### config.mk
export PLATFORM = sky130hd
export DESIGN_NAME = i2c_target_core
export DESIGN_NICKNAME = d
export VERILOG_FILES = /design/src/rtl/i2c_target_core.sv
export SDC_FILE = /design/constraint.sdc
export NUM_CORES = 1
export LEC_CHECK = 0
export ABC_AREA = 1
export CAP_MARGIN = 15
export CELL_PAD_IN_SITES_DETAIL_PLACEMENT = 1
export CELL_PAD_IN_SITES_GLOBAL_PLACEMENT = 1
export CORE_UTILIZATION = 40
export CTS_BUF_LIST = sky130_fd_sc_hd__clkbuf_16
export CTS_CLUSTER_SIZE = 24
export DETAILED_ROUTE_END_ITERATION = 16
export GPL_TIMING_DRIVEN = 1
export MAX_ROUTING_LAYER = met4
export PLACE_DENSITY = 0.85
export SYNTH_ARGS = -nofsm -noshare
export SYNTH_HDL_FRONTEND = slang
export SYNTH_SLANG_ARGS = --single-unit
### constraint.sdc
create_clock -name clk -period 1.8 [get_ports clk]
set_clock_uncertainty 0.1 [all_clocks]
set_input_delay 0.54 -clock clk [delete_from_list [all_inputs] [get_ports clk]]
set_output_delay 0.54 -clock clk [all_outputs]
set_load 0.05 [all_outputs]
### src/rtl/i2c_target_core.sv
// i2c_target_core: I2C target byte engine. Samples SCL/SDA with the system
// clock, detects START/STOP, matches TARGET_ADDR, then receives write bytes
// on rx_data/rx_valid and serves read bytes through tx_data/tx_valid/tx_ready.
// SDA is driven open-drain through sda_oe (1 = pull low).
// Optional clock stretching on a TX load with no data: I2C_TARGET_CLK_STRETCH_EN.
`timescale 1ns/1ps

module i2c_target_core #(
    parameter logic [6:0]  TARGET_ADDR = 7'h50,
    parameter int unsigned SYNC_STAGES = 2
) (
    input  logic       clk,
    input  logic       reset,
    input  logic       scl_i,
    input  logic       sda_i,
    output logic       sda_oe,
    output logic       scl_oe,
    output logic [7:0] rx_data,
    output logic       rx_valid,
    input  logic [7:0] tx_data,
    input  logic       tx_valid,
    output logic       tx_ready,
    output logic       start_det,
    output logic       stop_det,
    output logic       busy
);

    typedef enum logic [2:0] {
        IDLE, ADDR, ADDR_ACK, RX, RX_ACK, TX, TX_ACK, WAIT_STOP
    } state_t;

    state_t                 state;
    logic [SYNC_STAGES-1:0] scl_sync;
    logic [SYNC_STAGES-1:0] sda_sync;
    logic                   scl_d;
    logic                   sda_d;
    logic [7:0]             shift;
    logic [3:0]             bit_cnt;
    logic                   rw;

    logic scl_s, sda_s;
    logic scl_rise, scl_fall, sda_rise, sda_fall;
    logic start_cond, stop_cond;

    assign scl_s    = scl_sync[SYNC_STAGES-1];
    assign sda_s    = sda_sync[SYNC_STAGES-1];
    assign scl_rise = scl_s & ~scl_d;
    assign scl_fall = ~scl_s & scl_d;
    assign sda_rise = sda_s & ~sda_d;
    assign sda_fall = ~sda_s & sda_d;
    // SCL history is used so a START/STOP coinciding with scl_fall still wins.
    assign start_cond = sda_fall & scl_d;
    assign stop_cond  = sda_rise & scl_d;

`ifdef I2C_TARGET_CLK_STRETCH_EN
    logic scl_hold;
    logic stall;
    assign scl_oe = scl_hold;
`else
    logic [7:0] load_byte;
    assign scl_oe    = 1'b0;
    assign load_byte = tx_valid ? tx_data : 8'hFF;
`endif

    // Synchronise the bus lines; reset to the idle-high level to avoid false edges.
    always_ff @(posedge clk or posedge reset) begin
        if (reset) begin
            scl_sync <= '1;
            sda_sync <= '1;
            scl_d    <= 1'b1;
            sda_d    <= 1'b1;
        end else begin
            scl_sync <= {scl_sync[SYNC_STAGES-2:0], scl_i};
            sda_sync <= {sda_sync[SYNC_STAGES-2:0], sda_i};
            scl_d    <= scl_s;
            sda_d    <= sda_s;
        end
    end

    // Protocol FSM: bus conditions first, then per-state bit handling on SCL edges.
    always_ff @(posedge clk or posedge reset) begin
        if (reset) begin
            state     <= IDLE;
            shift     <= '0;
            bit_cnt   <= '0;
            rw        <= 1'b0;
            sda_oe    <= 1'b0;
            rx_data   <= '0;
            rx_valid  <= 1'b0;
            tx_ready  <= 1'b0;
            start_det <= 1'b0;
            stop_det  <= 1'b0;
            busy      <= 1'b0;
`ifdef I2C_TARGET_CLK_STRETCH_EN
            scl_hold  <= 1'b0;
            stall     <= 1'b0;
`endif
        end else begin
            rx_valid  <= 1'b0;
            tx_ready  <= 1'b0;
            start_det <= 1'b0;
            stop_det  <= 1'b0;
            if (stop_cond) begin
                stop_det <= 1'b1;
                state    <= IDLE;
                sda_oe   <= 1'b0;
                busy     <= 1'b0;
`ifdef I2C_TARGET_CLK_STRETCH_EN
                scl_hold <= 1'b0;
                stall    <= 1'b0;
`endif
            end else if (start_cond) begin
                start_det <= 1'b1;
                bit_cnt   <= '0;
                state     <= ADDR;
                sda_oe    <= 1'b0;
`ifdef I2C_TARGET_CLK_STRETCH_EN
                scl_hold  <= 1'b0;
                stall     <= 1'b0;
            end else if (scl_hold) begin
                if (tx_valid) begin
                    shift    <= tx_data;
                    tx_ready <= 1'b1;
                    scl_hold <= 1'b0;
                    sda_oe   <= ~tx_data[7];
                end
`endif
            end else begin
                case (state)
                    IDLE: ;
                    ADDR: begin
                        if (scl_rise && bit_cnt != 4'd8) begin
                            shift   <= {shift[6:0], sda_s};
                            bit_cnt <= bit_cnt + 4'd1;
                        end else if (scl_fall && bit_cnt == 4'd8) begin
                            if (shift[7:1] == TARGET_ADDR) begin
                                sda_oe <= 1'b1;
                                busy   <= 1'b1;
                                rw     <= shift[0];
                                state  <= ADDR_ACK;
                            end else begin
                                busy   <= 1'b0;
                                state  <= WAIT_STOP;
                            end
                        end
                    end
                    ADDR_ACK: begin
                        if (scl_fall) begin
                            bit_cnt <= '0;
                            if (rw) begin
                                // First read byte is loaded and its MSB driven on the ACK's falling edge.
                                state <= TX;
`ifdef I2C_TARGET_CLK_STRETCH_EN
                                if (tx_valid) begin
                                    shift    <= tx_data;
                                    tx_ready <= 1'b1;
                                    sda_oe   <= ~tx_data[7];
                                end else begin
                                    scl_hold <= 1'b1;
                                    sda_oe   <= 1'b0;
                                end
`else
                                shift    <= load_byte;
                                tx_ready <= tx_valid;
                                sda_oe   <= ~load_byte[7];
`endif
                            end else begin
                                sda_oe <= 1'b0;
                                state  <= RX;
                            end
                        end
                    end
                    RX: begin
                        if (scl_rise && bit_cnt != 4'd8) begin
                            shift   <= {shift[6:0], sda_s};
                            bit_cnt <= bit_cnt + 4'd1;
                            if (bit_cnt == 4'd7) begin
                                rx_data  <= {shift[6:0], sda_s};
                                rx_valid <= 1'b1;
                            end
                        end else if (scl_fall && bit_cnt == 4'd8) begin
                            sda_oe <= 1'b1;
                            state  <= RX_ACK;
                        end
                    end
                    RX_ACK: begin
                        if (scl_fall) begin
                            sda_oe  <= 1'b0;
                            bit_cnt <= '0;
                            state   <= RX;
                        end
                    end
                    TX: begin
                        if (scl_rise && bit_cnt != 4'd8) begin
                            shift   <= {shift[6:0], 1'b1};
                            bit_cnt <= bit_cnt + 4'd1;
                        end else if (scl_fall) begin
                            if (bit_cnt == 4'd8) begin
                                sda_oe <= 1'b0;
                                state  <= TX_ACK;
`ifdef I2C_TARGET_CLK_STRETCH_EN
                            end else if (stall) begin
                                stall <= 1'b0;
                                if (tx_valid) begin
                                    shift    <= tx_data;
                                    tx_ready <= 1'b1;
                                    sda_oe   <= ~tx_data[7];
                                end else begin
                                    scl_hold <= 1'b1;
                                    sda_oe   <= 1'b0;
                                end
`endif
                            end else begin
                                sda_oe <= ~shift[7];
                            end
                        end
                    end
                    TX_ACK: begin
                        if (scl_rise) begin
                            if (!sda_s) begin
                                state   <= TX;
                                bit_cnt <= '0;
`ifdef I2C_TARGET_CLK_STRETCH_EN
                                // Without data the stretch starts on the next falling edge, not while SCL is high.
                                if (tx_valid) begin
                                    shift    <= tx_data;
                                    tx_ready <= 1'b1;
                                end else begin
                                    stall <= 1'b1;
                                end
`else
                                shift    <= load_byte;
                                tx_ready <= tx_valid;
`endif
                            end else begin
                                state <= WAIT_STOP;
                            end
                        end
                    end
                    WAIT_STOP: sda_oe <= 1'b0;
                    default:   state  <= IDLE;
                endcase
            end
        end
    end

endmodule
Word level (Yosys, flattened, before mapping) --
Cells that the tools add are included.
Word-level totals: output and inout port bits 15, input bits 13, word-level logic and storage cells 148, bits in registers 36
Operators by class: multiplexer cells 65, equal/unequal tests 34, bitwise gates (word level) 15, add/sub/neg operators 1, reduce and logical (&&, ||, !) cells 18
Operators by type and width (count):
- 2-to-1 mux 8 bit | 7
- != test 4 bit (second input constant) | 12
- 2-to-1 mux 3 bit | 14
- 2-to-1 mux 1 bit | 33
- one-hot mux 8 bit (4 select lines) | 1
- 2-to-1 mux 4 bit | 5
- one-hot mux 3 bit (6 select lines) | 1
- nonzero test 8 bit | 2
- equality test 3 bit (second input constant) | 4
- != test 2 bit (second input constant) | 6
- one-hot mux 4 bit (3 select lines) | 1
- AND reduction 6 bit | 2
- AND reduction 11 bit | 1
- AND reduction 10 bit | 1
- inverter 1 bit | 9
- AND reduction 9 bit | 1
- nonzero test 4 bit | 2
- equality test 7 bit (second input constant) | 1
- bitwise AND 1 bit | 6
- equality test 3 x 2 -> 1 bit (second input constant) | 2
- != test 3 x 1 -> 1 bit (second input constant) | 2
- != test 3 bit (second input constant) | 2
- one-hot mux 1 bit (6 select lines) | 1
- AND reduction 5 bit | 1
- other kinds (12) | 16

Longest topological paths before layout --
Gate-level depths: netlist (run 1).
word-level depth 8, depth in mapped cells 11, gate-level depth less buffers 11

Worst setup path before layout (run 1) --
OpenSTA, ideal clock, no wires.
kind reg-to-reg, start register bit_cnt[0], end register shift[1], cell stages (with the launch flop) 12, path buffers 1, setup slack 0.254 ns, arrival 1.324 ns, period minus slack after synthesis 1.546 ns, path through dfrtp_1 inv_1 ha_1 nand3_2 nand2_1 nand2_1 o21ai_0 inv_2 nand2_4 buf_12 nand2_2 o21ai_2
Between the ends: word-level cells in the longest chain between the ends 4
RTL lines:
- start: declaration | RTL line 38 | logic [3:0] bit_cnt;
- start signal: assignment | RTL line 134 | bit_cnt <= bit_cnt + 4'd1;
- start signal: assignment | RTL line 176 | bit_cnt <= bit_cnt + 4'd1;
- start signal: assignment | RTL line 196 | bit_cnt <= bit_cnt + 4'd1;
- != test 4 bit (*) | RTL line 132, 174, 194
- logical AND 1 bit (*) | RTL line 132, 174, 194
- != test 2 bit (no line) / != test 2 x 1 -> 1 bit (equally long branches)
- AND reduction 9 bit (no line) (*)
- end signal: assignment | RTL line 133 | shift <= {shift[6:0], sda_s};
- end signal: assignment | RTL line 175 | shift <= {shift[6:0], sda_s};
- end signal: assignment | RTL line 195 | shift <= {shift[6:0], 1'b1};
- end: declaration | RTL line 37 | logic [7:0] shift;
Mark *: on every way between the ends. The rest lies on a longest branch, timed or not. A chain may end at the register's enable or synchronous reset.

Worst setup path after layout (run 1) --
start input port tx_valid, end register shift[7]
Between the ends: word-level cells in the longest chain between the ends 4
RTL lines:
- start: declaration | RTL line 21 | input logic tx_valid,
- 2-to-1 mux 8 bit (*) | RTL line 62 | assign load_byte = tx_valid ? tx_data : 8'hFF;
- 2-to-1 mux 8 bit, on equally long branches | RTL line 220, 150
- 2-to-1 mux 8 bit, on equally long branches | RTL line 219, 148
- one-hot mux 8 bit (4 select lines) (*) | RTL line 129 | case (state)
- end signal: assignment | RTL line 133
- end signal: assignment | RTL line 163 | shift <= load_byte;
- end signal: assignment | RTL line 232 | shift <= load_byte;
Mark *: on every way between the ends. The rest lies on a longest branch, timed or not. The select of a mux whose other input is x is not followed.

==> results of run 1 <==
==> layout make-up <==
class                           instances  area, sq um  share of cell area (%)
Clock buffer                            5          125                    4.43
Multi-Input combinational cell        196         1030                    36.4
Tap cell                               70         87.6                    3.10
Sequential cell                        36          911                    32.3
Clock inverter                          3         11.3                   0.399
Timing Repair Buffer                   45          543                    19.2
Inverter                               28          118                    4.17
==> logic make-up after synthesis <==
| family | after synthesis | synth area share, % |
|---|---|---|
| other | 1 | 0.176 |
| flip-flops | 36 | 42.6 |
| XOR/XNOR | 1 | 0.411 |
| buffers and inverters | 37 | 10.0 |
| AO/OA/AOI/OAI | 37 | 11.4 |
| adder cells (fa/ha/maj) | 2 | 1.17 |
| AND/OR/NAND/NOR | 155 | 34.2 |
==> worst max-delay path by stage <==
stage	to	slack, ns	depth (start not counted)
after floorplan	shift[1]$_DFFE_PP0P_	0.25	11
after global placement	shift[7]$_DFFE_PP0P_	-0.11	5
after detailed placement	shift[7]$_DFFE_PP0P_	-0.16	5
after CTS	shift[7]$_DFFE_PP0P_	0.01	10
after global routing	shift[7]$_DFFE_PP0P_	-0.03	5
final	shift[7]$_DFFE_PP0P_	0.06	5
==> critical path, stage by stage <==
cell and delay (ns):
clkdlybuf4s50_1 0.51, clkinv_1 0.12, buf_4 0.18, o31ai_1 0.35, o21ai_2 0.10
==> synth_stat cells <==
| cell type | number |
|---|---|
| nand2_4 | 1 |
| nor2_1 | 27 |
| o31ai_1 | 1 |
| nand2_1 | 77 |
| clkinv_1 | 1 |
| a21o_2 | 1 |
| o21ai_4 | 1 |
| inv_6 | 2 |
| buf_2 | 1 |
| or2_2 | 1 |
| o21ai_2 | 7 |
| a21oi_4 | 1 |
| inv_2 | 2 |
| buf_12 | 1 |
| dfstp_2 | 6 |
| o21ai_0 | 9 |
| nor2_2 | 3 |
| or2_0 | 1 |
| a32oi_1 | 1 |
| nand2_2 | 11 |
| xor2_1 | 1 |
| buf_4 | 2 |
| nor2_4 | 4 |
| inv_1 | 22 |
| nand4_1 | 2 |
| ha_1 | 2 |
| conb_1 | 1 |
| buf_6 | 5 |
| nand3_2 | 3 |
| dfrtp_1 | 30 |
| nand3_1 | 21 |
| o21ai_1 | 5 |
| nor2_8 | 1 |
| nor3_1 | 3 |
| a21oi_1 | 11 |
| inv_4 | 1 |
==> timing repair <==
action                                  in CTS  in global routing
buffers inserted                             0                  6
endpoints found under the setup margin       0                 21
gates resized for setup                      0                  9
==> per-layer routing <==
layer / global-route usage (%) / part of all wire [%] / wire (um) / vias up
li1: - / - / - / 935
met1: 30.0 / 44 / 2630 / 960
met2: 38.8 / 51 / 3030 / 42
met3: 4.42 / 4.0 / 240 / 8
met4: 6.92 / 1.2 / 70 / 0
met5: - / 0 / 0 / -
==> per-stage QoR <==
stage | TNS, ns | hold slack, ns
2_1_floorplan | 0 | 0.245
3_3_place_gp | -0.685 | 0.246
3_5_place_dp | -0.874 | 0.248
4_1_cts | 0 | 0.255
5_1_grt | -0.0642 | 0.256
6_report | 0 | 0.254
==> flip-flops by register name, summed over array words and instances, names as in the netlist, 2 cells and up <==
| register | flops |
|---|---|
| rx_data | 8 |
| shift | 8 |
| bit_cnt | 4 |
| state | 3 |
| scl_sync | 2 |
| sda_sync | 2 |
==> power by group through the flow <==
stage                     logic (W)  clock network, W  registers, W
after floorplan             0.00170                 0       0.00117
after global placement      0.00197                 0       0.00123
after detailed placement    0.00205                 0       0.00125
after CTS                   0.00208          0.000837       0.00124
after global routing        0.00239          0.000869       0.00126
final                       0.00216          0.000831       0.00124
==> flow_summary.toml, run 1 <==
[floorplanning]
initial_utilization_pct = 41.8
coreArea_sq_um = 5110
fp-row-count = 26
die_area_sq_um = 5630
die_w_um = 75.0
die_h_um = 75.0
io_pins = 28

[sta]
timing.final.hold_violations = 0
period_minus_slack_ns = 1.74
fin_ws_ns = 0.0568
finalCritPeriodShare_pct = 96.8
setup_viol = 0
drv_slew = 0
fmaxAchievable_mhz = 574

[flow_run]
drv_cap = 0

[worst_setup_path]
worstSetupEndpointType = "flop"
crit_arrival_ns = 1.80
crit_type = "input pin to flop"
r2r-start = "state[1]$_DFFE_PP0P_"
start_kind = "input pin"
worstRegToRegCells = 9
critPathRequiredTime_ns = 1.86
critPathLaunch = "tx_valid"
regToRegEndpoint = "bit_cnt[0]$_DFFE_PP0P_"
rrSetupSlack_ns = 0.10
critical_path.max_fanout = 8

[synth]
post_synth_instance_area_sq_um = 2130
yosysWarnings = 0
yosys.area.top_type = "dfrtp_1"
synth.net_count = 284
netlist.area_leader.share_pct = 35.2
seq_area_frac_synth_pct = 42.6
ys_seq_elements = 36
ys_types = 36
syn_inst = 269
ys_top_cells_by_area = "dfrtp_1, nand2_1, dfstp_2, nand3_1, nor2_1"
postSynthAreaPerCell_sq_um = 7.93

[layout]
syn2layout_area_growth_pct = 32.3
nNetsFinal = 327
nFillCells = 622
utilization_pct = 55.3
drive_gt1_share_pct = 28.1
diodes = 0
mostFrequentLayoutCells = "nand2_1, dfrtp_1, nor2_1"
layout_commonest_cell = "nand2_1"
stdcell_count = 383
design_area_sq_um = 2820

[pwr]
internal_power_w = 0.00231
peakVddDrop_uv = 699
p_clk_share_pct = 19.7
p_leak_nw = 1.39
power.density_nw_per_um2 = 1500
p_switching_w = 0.00192
p_seq_share_pct = 29.3
combPwrFrac_pct = 51.1
swShare_pct = 45.5
total_power_w = 0.00423

[detailed_routing]
viasPerCell = 5.08
wl_per_cell_um = 15.6
ant_nets = 0
drt-initial-drc-count = 127
vias = 1945
firstDrtPassIters = 4
routed_wirelength_um = 5980
drc_errors = 0

[run_status]
outcome = "completed"

[clocking]
tritoncts = "yes"
cts.clk_slew.worst_paths_ns = 0.05
insertion_delay_ns = 0.28
cts_sinks = 36
clock_path_buffers = 2
numCtsBuffers = 5
htreeDepth = 2
cts_hold_buf = 0
root_buffer = "clkbuf_16"

[global_routing]
grt_antenna_before_repair = 0
track_usage_pct = 23.7
grt_max_degree = 22
grt_pass1_wl_um = 9580
gr-total-overflow = 0
grt_pass1_vias = 1967

[place]
place_congestion = 0.924
port_buffers = 26
dp_hpwl_um = 4300
place_area_sq_um = 2620
post-place-ws_ns = -0.156
dp_cells = 369

[worst_hold_path]
whs_path_depth = 0
hold_path.class = "flop to flop"
whs_endpoint = "scl_sync[1]$_DFF_PP1_"
hold_start = "scl_sync[0]$_DFF_PP1_"
(Power assumes the default switching activity.)
==> run 2, diff against run 1 <==
- CAP_MARGIN: 15 -> default
- SLEW_MARGIN: default -> 20
==> results of run 2 <==
Same layout as run 1: the final DEF is identical, and so are final timing and power.
